[config.mk]
export PLATFORM = sky130hd
export DESIGN_NAME = uart_8250_rx
export DESIGN_NICKNAME = d
export VERILOG_FILES = /design/src/rtl/uart_8250_pkg.sv /design/src/rtl/uart_8250_rx_fifo.sv /design/src/rtl/uart_8250_rx.sv
export SDC_FILE = /design/constraint.sdc
export NUM_CORES = 1
export LEC_CHECK = 0
export BUFFER_PORTS_ARGS = -buffer_cell sky130_fd_sc_hd__buf_2
export CORE_UTILIZATION = 30
export DETAILED_ROUTE_END_ITERATION = 8
export SLEW_MARGIN = 10
export SYNTH_ARGS = -nofsm -noshare
export SYNTH_HDL_FRONTEND = slang
export SYNTH_SLANG_ARGS = --single-unit
[constraint.sdc]
create_clock -name CLK_I -period 7 [get_ports CLK_I]
set_input_delay 0.7 -clock CLK_I [delete_from_list [all_inputs] [get_ports CLK_I]]
set_output_delay 0.7 -clock CLK_I [all_outputs]
set_load 0.03 [all_outputs]
[src/rtl/uart_8250_pkg.sv]
// Shared definitions for the 8250-compatible UART receive path:
// FSM encoding, LCR field positions, trigger levels and timeout default.
package uart_8250_pkg;

  typedef enum logic [2:0] {
    ST_IDLE,
    ST_START,
    ST_DATA,
    ST_PARITY,
    ST_STOP,
    ST_BRKWAIT
  } rx_state_e;

  localparam int LCR_WLS_LO = 0;
  localparam int LCR_WLS_HI = 1;
  localparam int LCR_STB    = 2;
  localparam int LCR_PEN    = 3;
  localparam int LCR_EPS    = 4;
  localparam int LCR_SP     = 5;

  localparam int TIMEOUT_TICKS_DEF = 640;
  localparam int SAMPLE_MID        = 7;

  // One received character plus the line status it carries into the LSR.
  typedef struct packed {
    logic [7:0] data;
    logic       pe;
    logic       fe;
    logic       bi;
  } rx_char_t;

  function automatic logic [4:0] trig_level(input logic [1:0] trig);
    case (trig)
      2'b00:   return 5'd1;
      2'b01:   return 5'd4;
      2'b10:   return 5'd8;
      default: return 5'd14;
    endcase
  endfunction

endpackage

[src/rtl/uart_8250_rx_fifo.sv]
// Synchronous show-ahead FIFO with push/pop/clear and occupancy count.
// Pointers carry one extra wrap bit; a full FIFO accepts push+pop together.
module uart_8250_rx_fifo #(
  parameter int DEPTH = 32,
  parameter int WIDTH = 8
) (
  input  logic                     CLK_I,
  input  logic                     RST_I,
  input  logic                     push,
  input  logic [WIDTH-1:0]         din,
  input  logic                     pop,
  input  logic                     clr,
  output logic [WIDTH-1:0]         dout,
  output logic [$clog2(DEPTH):0]   count,
  output logic                     full,
  output logic                     empty
);
  localparam int AW = $clog2(DEPTH);

  logic [WIDTH-1:0] mem [DEPTH];
  logic [AW:0]      wr_ptr, rd_ptr;
  logic             do_push, do_pop;

  assign empty   = (wr_ptr == rd_ptr);
  assign full    = (wr_ptr[AW-1:0] == rd_ptr[AW-1:0]) && (wr_ptr[AW] != rd_ptr[AW]);
  assign do_pop  = pop && !empty;
  assign do_push = push && (!full || do_pop);
  assign count   = wr_ptr - rd_ptr;
  assign dout    = empty ? '0 : mem[rd_ptr[AW-1:0]];

  always_ff @(posedge CLK_I or negedge RST_I) begin
    if (!RST_I) begin
      wr_ptr <= '0;
      rd_ptr <= '0;
    end else if (clr) begin
      wr_ptr <= '0;
      rd_ptr <= '0;
    end else begin
      if (do_push) wr_ptr <= wr_ptr + 1'b1;
      if (do_pop)  rd_ptr <= rd_ptr + 1'b1;
    end
  end

  always_ff @(posedge CLK_I) begin
    if (do_push && !clr) mem[wr_ptr[AW-1:0]] <= din;
  end

endmodule

[src/rtl/uart_8250_rx.sv]
// 8250-compatible receiver: 16x oversampling deframer feeding a receive
// FIFO, with sticky line status, trigger-level and character-timeout causes.
module uart_8250_rx
  import uart_8250_pkg::*;
#(
  parameter int FIFO_DEPTH    = 32,
  parameter int TIMEOUT_TICKS = TIMEOUT_TICKS_DEF
) (
  input  logic                         CLK_I,
  input  logic                         RST_I,
  input  logic                         RX_I,
  input  logic [15:0]                  DIVISOR_I,
  input  logic [5:0]                   LCR_I,
  input  logic [1:0]                   TRIG_I,
  input  logic                         POP_I,
  input  logic                         FIFO_CLR_I,
  input  logic                         ERR_CLR_I,
  output logic [7:0]                   DATA_O,
  output logic                         DR_O,
  output logic                         OE_O,
  output logic                         PE_O,
  output logic                         FE_O,
  output logic                         BI_O,
  output logic                         RDA_O,
  output logic                         TIMEOUT_O,
  output logic [$clog2(FIFO_DEPTH):0]  COUNT_O
);
  localparam int CW = $clog2(FIFO_DEPTH) + 1;
  localparam int TW = $clog2(TIMEOUT_TICKS + 1);

  // Only the first stop bit is ever checked.
  logic lcr_stb_unused;
  assign lcr_stb_unused = LCR_I[LCR_STB];

  // Line synchronizer, idle-high reset value.
  logic [1:0] rx_pipe;
  logic       rx_sync;
  assign rx_sync = rx_pipe[1];

  always_ff @(posedge CLK_I or negedge RST_I) begin
    if (!RST_I) rx_pipe <= 2'b11;
    else        rx_pipe <= {rx_pipe[0], RX_I};
  end

  // Oversample tick; the reload value is latched at wrap so a divisor
  // change never truncates or stretches the current tick period.
  logic [15:0] div_cnt, div_last;
  logic        tick;
  assign tick = (div_cnt == div_last);

  always_ff @(posedge CLK_I or negedge RST_I) begin
    if (!RST_I) begin
      div_cnt  <= '0;
      div_last <= '0;
    end else if (tick) begin
      div_cnt  <= '0;
      div_last <= (DIVISOR_I == 16'd0) ? 16'd0 : DIVISOR_I - 16'd1;
    end else begin
      div_cnt  <= div_cnt + 16'd1;
    end
  end

  rx_state_e  state, state_nx;
  logic [3:0] s_cnt;
  logic [2:0] b_cnt;
  logic [7:0] shreg;
  logic [1:0] wls_q;
  logic       pen_q, eps_q, sp_q;
  logic       par_bit, par_err;
  logic       mid, last_bit, par_exp, brk_det;
  logic       clr_scnt, lcr_load, shift_en, par_en, stop_en;

  assign mid      = tick && (s_cnt == 4'(SAMPLE_MID));
  assign last_bit = (b_cnt == {1'b1, wls_q});
  assign par_exp  = sp_q ? ~eps_q : (eps_q ? ^shreg : ~^shreg);
  assign brk_det  = !rx_sync && (shreg == 8'd0) && !par_bit;

  always_ff @(posedge CLK_I or negedge RST_I) begin
    if (!RST_I) state <= ST_IDLE;
    else        state <= state_nx;
  end

  always_comb begin
    state_nx = state;
    unique case (state)
      ST_IDLE:    if (!rx_sync) state_nx = ST_START;
      ST_START:   if (mid) state_nx = rx_sync ? ST_IDLE : ST_DATA;
      ST_DATA:    if (mid && last_bit) state_nx = pen_q ? ST_PARITY : ST_STOP;
      ST_PARITY:  if (mid) state_nx = ST_STOP;
      ST_STOP:    if (mid) state_nx = rx_sync ? ST_IDLE : ST_BRKWAIT;
      ST_BRKWAIT: if (rx_sync) state_nx = ST_IDLE;
      default:    state_nx = ST_IDLE;
    endcase
  end

  always_comb begin
    clr_scnt = 1'b0;
    lcr_load = 1'b0;
    shift_en = 1'b0;
    par_en   = 1'b0;
    stop_en  = 1'b0;
    unique case (state)
      ST_IDLE:   clr_scnt = !rx_sync;
      ST_START:  lcr_load = mid && !rx_sync;
      ST_DATA:   shift_en = mid;
      ST_PARITY: par_en   = mid;
      ST_STOP:   stop_en  = mid;
      default:   ;
    endcase
  end

  // Frame datapath: LCR is frozen at the end of a valid start bit.
  always_ff @(posedge CLK_I or negedge RST_I) begin
    if (!RST_I) begin
      s_cnt   <= '0;
      b_cnt   <= '0;
      shreg   <= '0;
      wls_q   <= '0;
      pen_q   <= 1'b0;
      eps_q   <= 1'b0;
      sp_q    <= 1'b0;
      par_bit <= 1'b0;
      par_err <= 1'b0;
    end else begin
      if (clr_scnt)  s_cnt <= '0;
      else if (tick) s_cnt <= s_cnt + 4'd1;
      if (lcr_load) begin
        wls_q   <= LCR_I[LCR_WLS_HI:LCR_WLS_LO];
        pen_q   <= LCR_I[LCR_PEN];
        eps_q   <= LCR_I[LCR_EPS];
        sp_q    <= LCR_I[LCR_SP];
        shreg   <= '0;
        b_cnt   <= '0;
        par_bit <= 1'b0;
        par_err <= 1'b0;
      end
      if (shift_en) begin
        shreg[b_cnt] <= rx_sync;
        b_cnt        <= b_cnt + 3'd1;
      end
      if (par_en) begin
        par_bit <= rx_sync;
        par_err <= (rx_sync != par_exp);
      end
    end
  end

  // Character is pushed the clock after the mid-stop sample.
  rx_char_t push_req;
  logic     push_q;

  always_ff @(posedge CLK_I or negedge RST_I) begin
    if (!RST_I) begin
      push_q   <= 1'b0;
      push_req <= '0;
    end else begin
      push_q <= stop_en;
      if (stop_en) begin
        push_req.data <= brk_det ? 8'd0 : shreg;
        push_req.pe   <= par_err;
        push_req.fe   <= !rx_sync;
        push_req.bi   <= brk_det;
      end
    end
  end

  logic          fifo_full, fifo_empty, overrun;
  logic [CW-1:0] fifo_count;

  uart_8250_rx_fifo #(
    .DEPTH (FIFO_DEPTH),
    .WIDTH (8)
  ) u_fifo (
    .CLK_I (CLK_I),
    .RST_I (RST_I),
    .push  (push_q),
    .din   (push_req.data),
    .pop   (POP_I),
    .clr   (FIFO_CLR_I),
    .dout  (DATA_O),
    .count (fifo_count),
    .full  (fifo_full),
    .empty (fifo_empty)
  );

  assign overrun = push_q && fifo_full && !POP_I && !FIFO_CLR_I;

  // Sticky status: a new event in the clear cycle survives the clear.
  always_ff @(posedge CLK_I or negedge RST_I) begin
    if (!RST_I) begin
      OE_O <= 1'b0;
      PE_O <= 1'b0;
      FE_O <= 1'b0;
      BI_O <= 1'b0;
    end else begin
      OE_O <= (OE_O && !ERR_CLR_I) || overrun;
      PE_O <= (PE_O && !ERR_CLR_I) || (push_q && push_req.pe);
      FE_O <= (FE_O && !ERR_CLR_I) || (push_q && push_req.fe);
      BI_O <= (BI_O && !ERR_CLR_I) || (push_q && push_req.bi);
    end
  end

  logic [TW-1:0] to_cnt;

  always_ff @(posedge CLK_I or negedge RST_I) begin
    if (!RST_I)
      to_cnt <= '0;
    else if (push_q || POP_I || FIFO_CLR_I || fifo_empty)
      to_cnt <= '0;
    else if (tick && (to_cnt != TW'(TIMEOUT_TICKS)))
      to_cnt <= to_cnt + 1'b1;
  end

  assign TIMEOUT_O = (to_cnt == TW'(TIMEOUT_TICKS)) && !fifo_empty;
  assign COUNT_O   = fifo_count;
  assign DR_O      = !fifo_empty;
  assign RDA_O     = (fifo_count >= CW'(trig_level(TRIG_I)));

endmodule

# ---- Word-level counts from Yosys, hierarchy flattened
# Memory sizes are Yosys's and may differ from the RTL's.
# Index checks and enable logic that the tools add are counted.
# Widths: inputs -> output; s select.
dict set report word_totals {
  register_bits 97
  ramBits 256
  in_bits 30
  out_inout_bits 21
  memories 1
}
dict set report op_classes {
  add_sub_neg 8
  order_cmp 3
  n_eq_ne 22
  n_mux 42
  n_bitwise 1
  reduce_logical 50
}
# memory words width rd rd_ports_with_merged_regs write_ports line_no
set memory_table {}
lappend memory_table {u_fifo.mem 32 8 1 0 1 uart_8250_rx_fifo.sv:20} ;# logic [WIDTH-1:0] mem [DEPTH];
# cell n
set op_table {}
lappend op_table {{$mux 16} 2}
lappend op_table {{$mux 8} 4}
lappend op_table {{$mux 3} 10}
lappend op_table {{$mux 6} 4}
lappend op_table {{$logic_and 1x1->1} 22}
lappend op_table {{$mux 10} 2}
lappend op_table {{$pmux 3 s6} 1}
lappend op_table {{$add 16x1->16 const B} 1}
lappend op_table {{$eq 16x16->1} 1}
lappend op_table {{$logic_not 16->1} 1}
lappend op_table {{$sub 16x1->16 const B} 1}
lappend op_table {{$mux 1} 13}
lappend op_table {{$add 6x1->6 const B} 2}
lappend op_table {{$ne 2x2->1 const B} 6}
lappend op_table {{$pmux 4 s3} 1}
lappend op_table {{$reduce_bool 2->1} 6}
lappend op_table {{$add 10x1->10 const B} 1}
lappend op_table {{$eq 10x10->1 const B} 1}
lappend op_table {{$ne 10x10->1 const B} 1}
lappend op_table {{$bwmux 8} 1}
lappend op_table {{$logic_not 8->1} 1}
lappend op_table {{$logic_or 1x1->1} 8}
lappend op_table {{$mux 4} 2}
lappend op_table {{$reduce_xnor 8->1} 1}
lappend op_table {{24 further kinds} 33}

# ---- Longest topological paths before layout
dict set report depth {
  ltp_word 8
  mapped_depth 13
  depth_no_buf 10
}

# ---- By module
# Synthesis repeated with hierarchy kept, for this count alone.
dict set report unflattened {
  hier_cells 1076
  area_unflattened_um2 15290.9
}
# module instances cells_each area_per_inst_um2 seq_area_each_um2
set modules_own_cells {}
lappend modules_own_cells {uart_8250_rx_fifo 1 611 10896.7 7987.7}
lappend modules_own_cells {uart_8250_rx 1 465 4394.2 2129.5}

# ---- Worst setup path before layout
# Ideal clock, no wire load.
dict set report synth_path {
  path_type {reg-to-output}
  startpoint {register u_fifo.rd_ptr[1]}
  endpoint {output RDA_O}
  t_arrival_ns 3.595
  required_ns 6.300
  path_slack_ns 2.705
  stages_incl_launch_ff 13
  cell_sequence {dfrtp_1 buf_2 buf_2 buf_2 inv_1 ha_1 nor2b_1 o21ai_0 a21boi_0 nor2_1 ha_1 o21ai_0 or4b_2}
}
dict set report synth_between {
  elab_chain_cells 2
}
# element line_no
set synth_lines {}
lappend synth_lines {{from (decl)} uart_8250_rx_fifo.sv:21} ;# logic [AW:0] wr_ptr, rd_ptr;
lappend synth_lines {{from (signal assigned)} uart_8250_rx_fifo.sv:40} ;# if (do_pop) rd_ptr <= rd_ptr + 1'b1;
lappend synth_lines {{$sub 6x6->6} uart_8250_rx_fifo.sv:28} ;# assign count = wr_ptr - rd_ptr;
lappend synth_lines {{net COUNT_O[3]} uart_8250_rx.sv:26} ;# output logic [$clog2(FIFO_DEPTH):0] COUNT_O
lappend synth_lines {{$ge 6x4->1} uart_8250_rx.sv:217} ;# assign RDA_O = (fifo_count >= CW'(trig_level(TRIG_I)));
lappend synth_lines {{to (decl)} uart_8250_rx.sv:24} ;# output logic RDA_O,
# The timed path passes the listed nets, and every way through them passes these cells.

# ---- Worst setup path after layout
dict set report layout_path {
  startpoint {register u_fifo.rd_ptr[1]}
  endpoint {output RDA_O}
}
dict set report layout_between {
  elab_chain_cells 2
}
# element line_no
set layout_lines {}
lappend layout_lines {{$sub 6x6->6} uart_8250_rx_fifo.sv:28}
lappend layout_lines {{$ge 6x4->1} uart_8250_rx.sv:217}
# No other way between the ends.

==> impl_results.rst <==
.. list-table::
   :header-rows: 1

   * - Metric
     - Value
   * - Arrival @ worst endpoint
     - 3.92 ns
   * - Number of inserted diodes
     - 0
   * - Fraction of power consumed by the clock network
     - 46.9%
   * - Top delay family on crit path
     - simple AND/OR/NAND/NOR gates
   * - Cell internal power dissipation
     - 3.42 mW
   * - Terminus of the critical flop-to-flop path
     - u_fifo.mem[17][3]
   * - Core Area
     - 0.0501 mm2
   * - TritonCTS clock tree
     - done
   * - Layout cell share with drive strength beyond 1
     - 17.6%
   * - Critical Path Fanout Max
     - 39
   * - Final critical-path share of the clock period
     - 65.9%
   * - H-tree level count
     - 2
   * - Flop2flop setup slack
     - 3.50 ns
   * - Final routed wire length divided by cell count
     - 18.3 um
   * - Data required, critical path
     - 6.30 ns
   * - Wire length reported by the detailed router
     - 32500 um
   * - Buffering stage count on the worst path with inverters included
     - 2
   * - Worst R2R Start
     - u_fifo.rd_ptr[1]
   * - Post-synthesis instance area
     - 0.0152 mm2
   * - Number of setup buffers added after CTS
     - 0
   * - Num CTS Buffers
     - 37
   * - Setup WS pre-CTS
     - 2.95 ns
   * - Worst Setup EP
     - RDA_O
   * - Worst vdd ir
     - 174 uV
   * - Number of ports placed on the die boundary
     - 51
   * - Initial antenna violation count
     - 1
   * - Share of the synthesized area in the top cell type
     - 50.6%
   * - Post-CTS Hold Fix Bufs
     - 0
   * - Via count
     - 8545
   * - Cts repair resizes
     - 0
   * - Site Rows
     - 82
   * - Average footprint of a synthesized cell
     - 14.7 um2
   * - PnR worst setup slack
     - 2.38 ns
   * - Initial detailed-routing violation count
     - 596
   * - Die area
     - 0.0516 mm2
   * - Type of the tightest min-delay check
     - input pin to async pin
   * - Dominant synthesized flop cell
     - sky130_fd_sc_hd__edfxtp_1
   * - Number of stages on the worst setup path
     - 10
   * - Syn_nets
     - 1087
   * - Leakage
     - 6.58 nW
   * - Number of enable-type register cells in the synthesized netlist
     - 256
   * - CP peak stage delay
     - 0.86 ns
   * - Power per standard cell area
     - 246 mW/mm2
   * - Hold Worst Slack
     - 0.178 ns
   * - Main area contributors after synthesis
     - sky130_fd_sc_hd__edfxtp_1 51%, sky130_fd_sc_hd__dfrtp_1 16%, sky130_fd_sc_hd__mux4_2 9.6%
   * - Number of nets with antenna violations after detailed routing
     - 0
   * - Total congestion overflow
     - 0
   * - Total routing usage reported by global routing
     - 12.9%
   * - Most common library cell in the layout ignoring fill and taps
     - sky130_fd_sc_hd__edfxtp_1
   * - RePlAce Congestion
     - 0.791
   * - Setup-failing EPs final
     - 0
   * - Area growth from synthesis to layout
     - 14.3%
   * - Worst Path Class, Setup
     - flip-flop to primary output
   * - Launch point of the critical path
     - u_fifo.rd_ptr[1]
   * - Clock insertion delay at the later pin of the skew report
     - 0.54 ns
   * - Proportion of power drawn by flip-flops and latches
     - 52.1%
   * - Net Switching
     - 0.845 mW
   * - MaxCap Viol Count
     - 0
   * - Total DRC errors in the routed layout
     - 0
   * - Ordered list of cells on the worst path
     - inv_1 -> ha_1 -> nor2b_1 -> o21ai_0 -> a21boi_0 -> nor2_1 -> ha_1 -> o21ai_0 -> or4b_2 -> buf_2
   * - Depth of the worst register-to-register path
     - 7
   * - Total number of yosys warnings
     - 0
   * - Number of sinks driven by the clock tree
     - 353
   * - Detailed Routing Iterations Pass 1
     - 5
   * - Cell type with the highest aggregate area in the netlist
     - sky130_fd_sc_hd__edfxtp_1
   * - Pin slew with the least headroom to its limit
     - 1.21 ns
   * - Max Clock Freq
     - 217 MHz
   * - Via density
     - 4.80
   * - Via count of the first global-routing pass
     - 8611
   * - Most frequent cells in the layout
     - 256 x sky130_fd_sc_hd__edfxtp_1, 100 x sky130_fd_sc_hd__nand2_1, 97 x sky130_fd_sc_hd__nor2_1, 90 x sky130_fd_sc_hd__dfrtp_1, 65 x sky130_fd_sc_hd__mux4_2
   * - Slowest-stage cell, CP
     - sky130_fd_sc_hd__dfrtp_4
   * - Sequential element share of the synthesized area
     - 66.5%
   * - RSZ-0062 raised after global routing
     - no
   * - CP startpoint kind
     - flip-flop
   * - Clock edge transition at the registers on the reported setup and hold paths
     - 0.06 ns
   * - Worst-case clock skew
     - 0.0190 ns
   * - Syn Inst Count
     - 1031
   * - Result of the run
     - finished, final reports clean
   * - DP Wirelength
     - 20400 um
   * - Count of cell types in the netlist
     - 59
   * - Endpoint type of the worst setup path
     - primary output
   * - Die X-Extent
     - 227 um
   * - Combinational fraction of design power
     - 1.0%
   * - Clock tree buffer depth
     - 3
   * - Pin count of the biggest net entering global routing
     - 51
   * - Input/output buffers
     - 49
   * - Max-slew violation count
     - 0
   * - Slew Limit Headroom
     - 19.5%
   * - Net switching fraction of the power
     - 19.8%
   * - Clk Tree Root Cell
     - sky130_fd_sc_hd__clkbuf_16
   * - Height of the die
     - 227 um
   * - Share of flip-flops with an asynchronous set or reset
     - 27.5%
   * - Flop and latch count out of synthesis
     - 353
   * - Sum of negative setup slack
     - 0 ns
   * - Global-route wire length before repair
     - 50500 um
   * - Final nets
     - 1137
   * - Post-layout min period
     - 4.62 ns
   * - Hold violation total from the final report
     - 0
   * - Initial Util
     - 30.4%
==> synthesized netlist by cell type (10+ instances only) <==
cell type / number
sky130_fd_sc_hd__nand2_1: 100
sky130_fd_sc_hd__xnor2_1: 39
sky130_fd_sc_hd__ha_1: 25
sky130_fd_sc_hd__clkbuf_1: 22
sky130_fd_sc_hd__edfxtp_1: 256
sky130_fd_sc_hd__and2_1: 10
sky130_fd_sc_hd__and3_1: 13
sky130_fd_sc_hd__nand3_1: 25
sky130_fd_sc_hd__a211oi_1: 14
sky130_fd_sc_hd__o21ai_1: 10
sky130_fd_sc_hd__xor2_1: 36
sky130_fd_sc_hd__inv_1: 32
sky130_fd_sc_hd__nor2_1: 97
sky130_fd_sc_hd__mux4_2: 65
sky130_fd_sc_hd__dfrtp_1: 95
sky130_fd_sc_hd__o21ai_0: 27
sky130_fd_sc_hd__a21oi_1: 17
sky130_fd_sc_hd__nor3_1: 17
sky130_fd_sc_hd__buf_2: 17
==> registers in the layout (all words and copies together), names as in the netlist, 3 cells and up <==
signal         cells
b_cnt              3
div_cnt           16
div_last          16
push_req          11
s_cnt              4
shreg              8
state              3
to_cnt            10
u_fifo.mem       256
u_fifo.rd_ptr      6
u_fifo.wr_ptr      6
==> power by group through the flow <==
| stage | registers [mW] | logic, mW | clock network [mW] |
|---|---|---|---|
| global placement | 2.27 | 0.0428 | 0 |
| detailed placement | 2.27 | 0.0436 | 0 |
| CTS | 2.23 | 0.0437 | 2.05 |
| finish | 2.23 | 0.0427 | 2.00 |
| floorplan | 2.27 | 0.0163 | 0 |
| global route | 2.22 | 0.0487 | 2.13 |
==> per-layer routing <==
| metal | up-vias | global-route usage (%) | part of all wire [%] |
|---|---|---|---|
| met2 | 173 | 20.6 | 47 |
| li1 | 3970 | - | - |
| met1 | 4370 | 18.0 | 47 |
| met5 | - | 0 | 0 |
| met4 | 0 | 2.97 | 1.5 |
| met3 | 32 | 2.61 | 4.7 |
==> per-stage QoR <==
| stage | area [um2] | power [mW] | std cells | utilization, % |
|---|---|---|---|---|
| final | 17400 | 4.27 | 1780 | 34.7 |
| after global placement | 16100 | 2.31 | 1714 | 32.2 |
| after global routing | 17400 | 4.40 | 1780 | 34.7 |
| after floorplan | 15200 | 2.28 | 1031 | - |
| after detailed placement | 16100 | 2.31 | 1714 | 32.2 |
| after CTS | 17400 | 4.32 | 1780 | 34.7 |
==> worst min path at each step <==
stage,start,endpoint,depth (start not counted)
2_1_floorplan,rx_pipe[0],rx_pipe[1],0
3_3_place_gp,rx_pipe[0],rx_pipe[1],0
3_5_place_dp,rx_pipe[0],rx_pipe[1],0
4_1_cts,RST_I,div_last[12],1
5_1_grt,RST_I,div_last[11],1
6_report,RST_I,div_last[12],1
==> final cells by class <==
cell class	instances	area, um2
fillers	4896	32700
clock buffers	46	1010
well taps	672	841
repair buffers	55	293
flip-flops and latches	353	10100
multi-input cells	601	4750
inverters	33	124
clock inverters	20	230
==> cells by family after synthesis <==
kind of cell / share of synthesized area, %
mux: 10.6
compound gates: 4.37
buf+inv: 2.19
fa+ha+maj: 2.19
flops: 66.5
xor+xnor: 4.32
simple gates: 9.77
No activity file was read; power rests on OpenSTA's default activity.
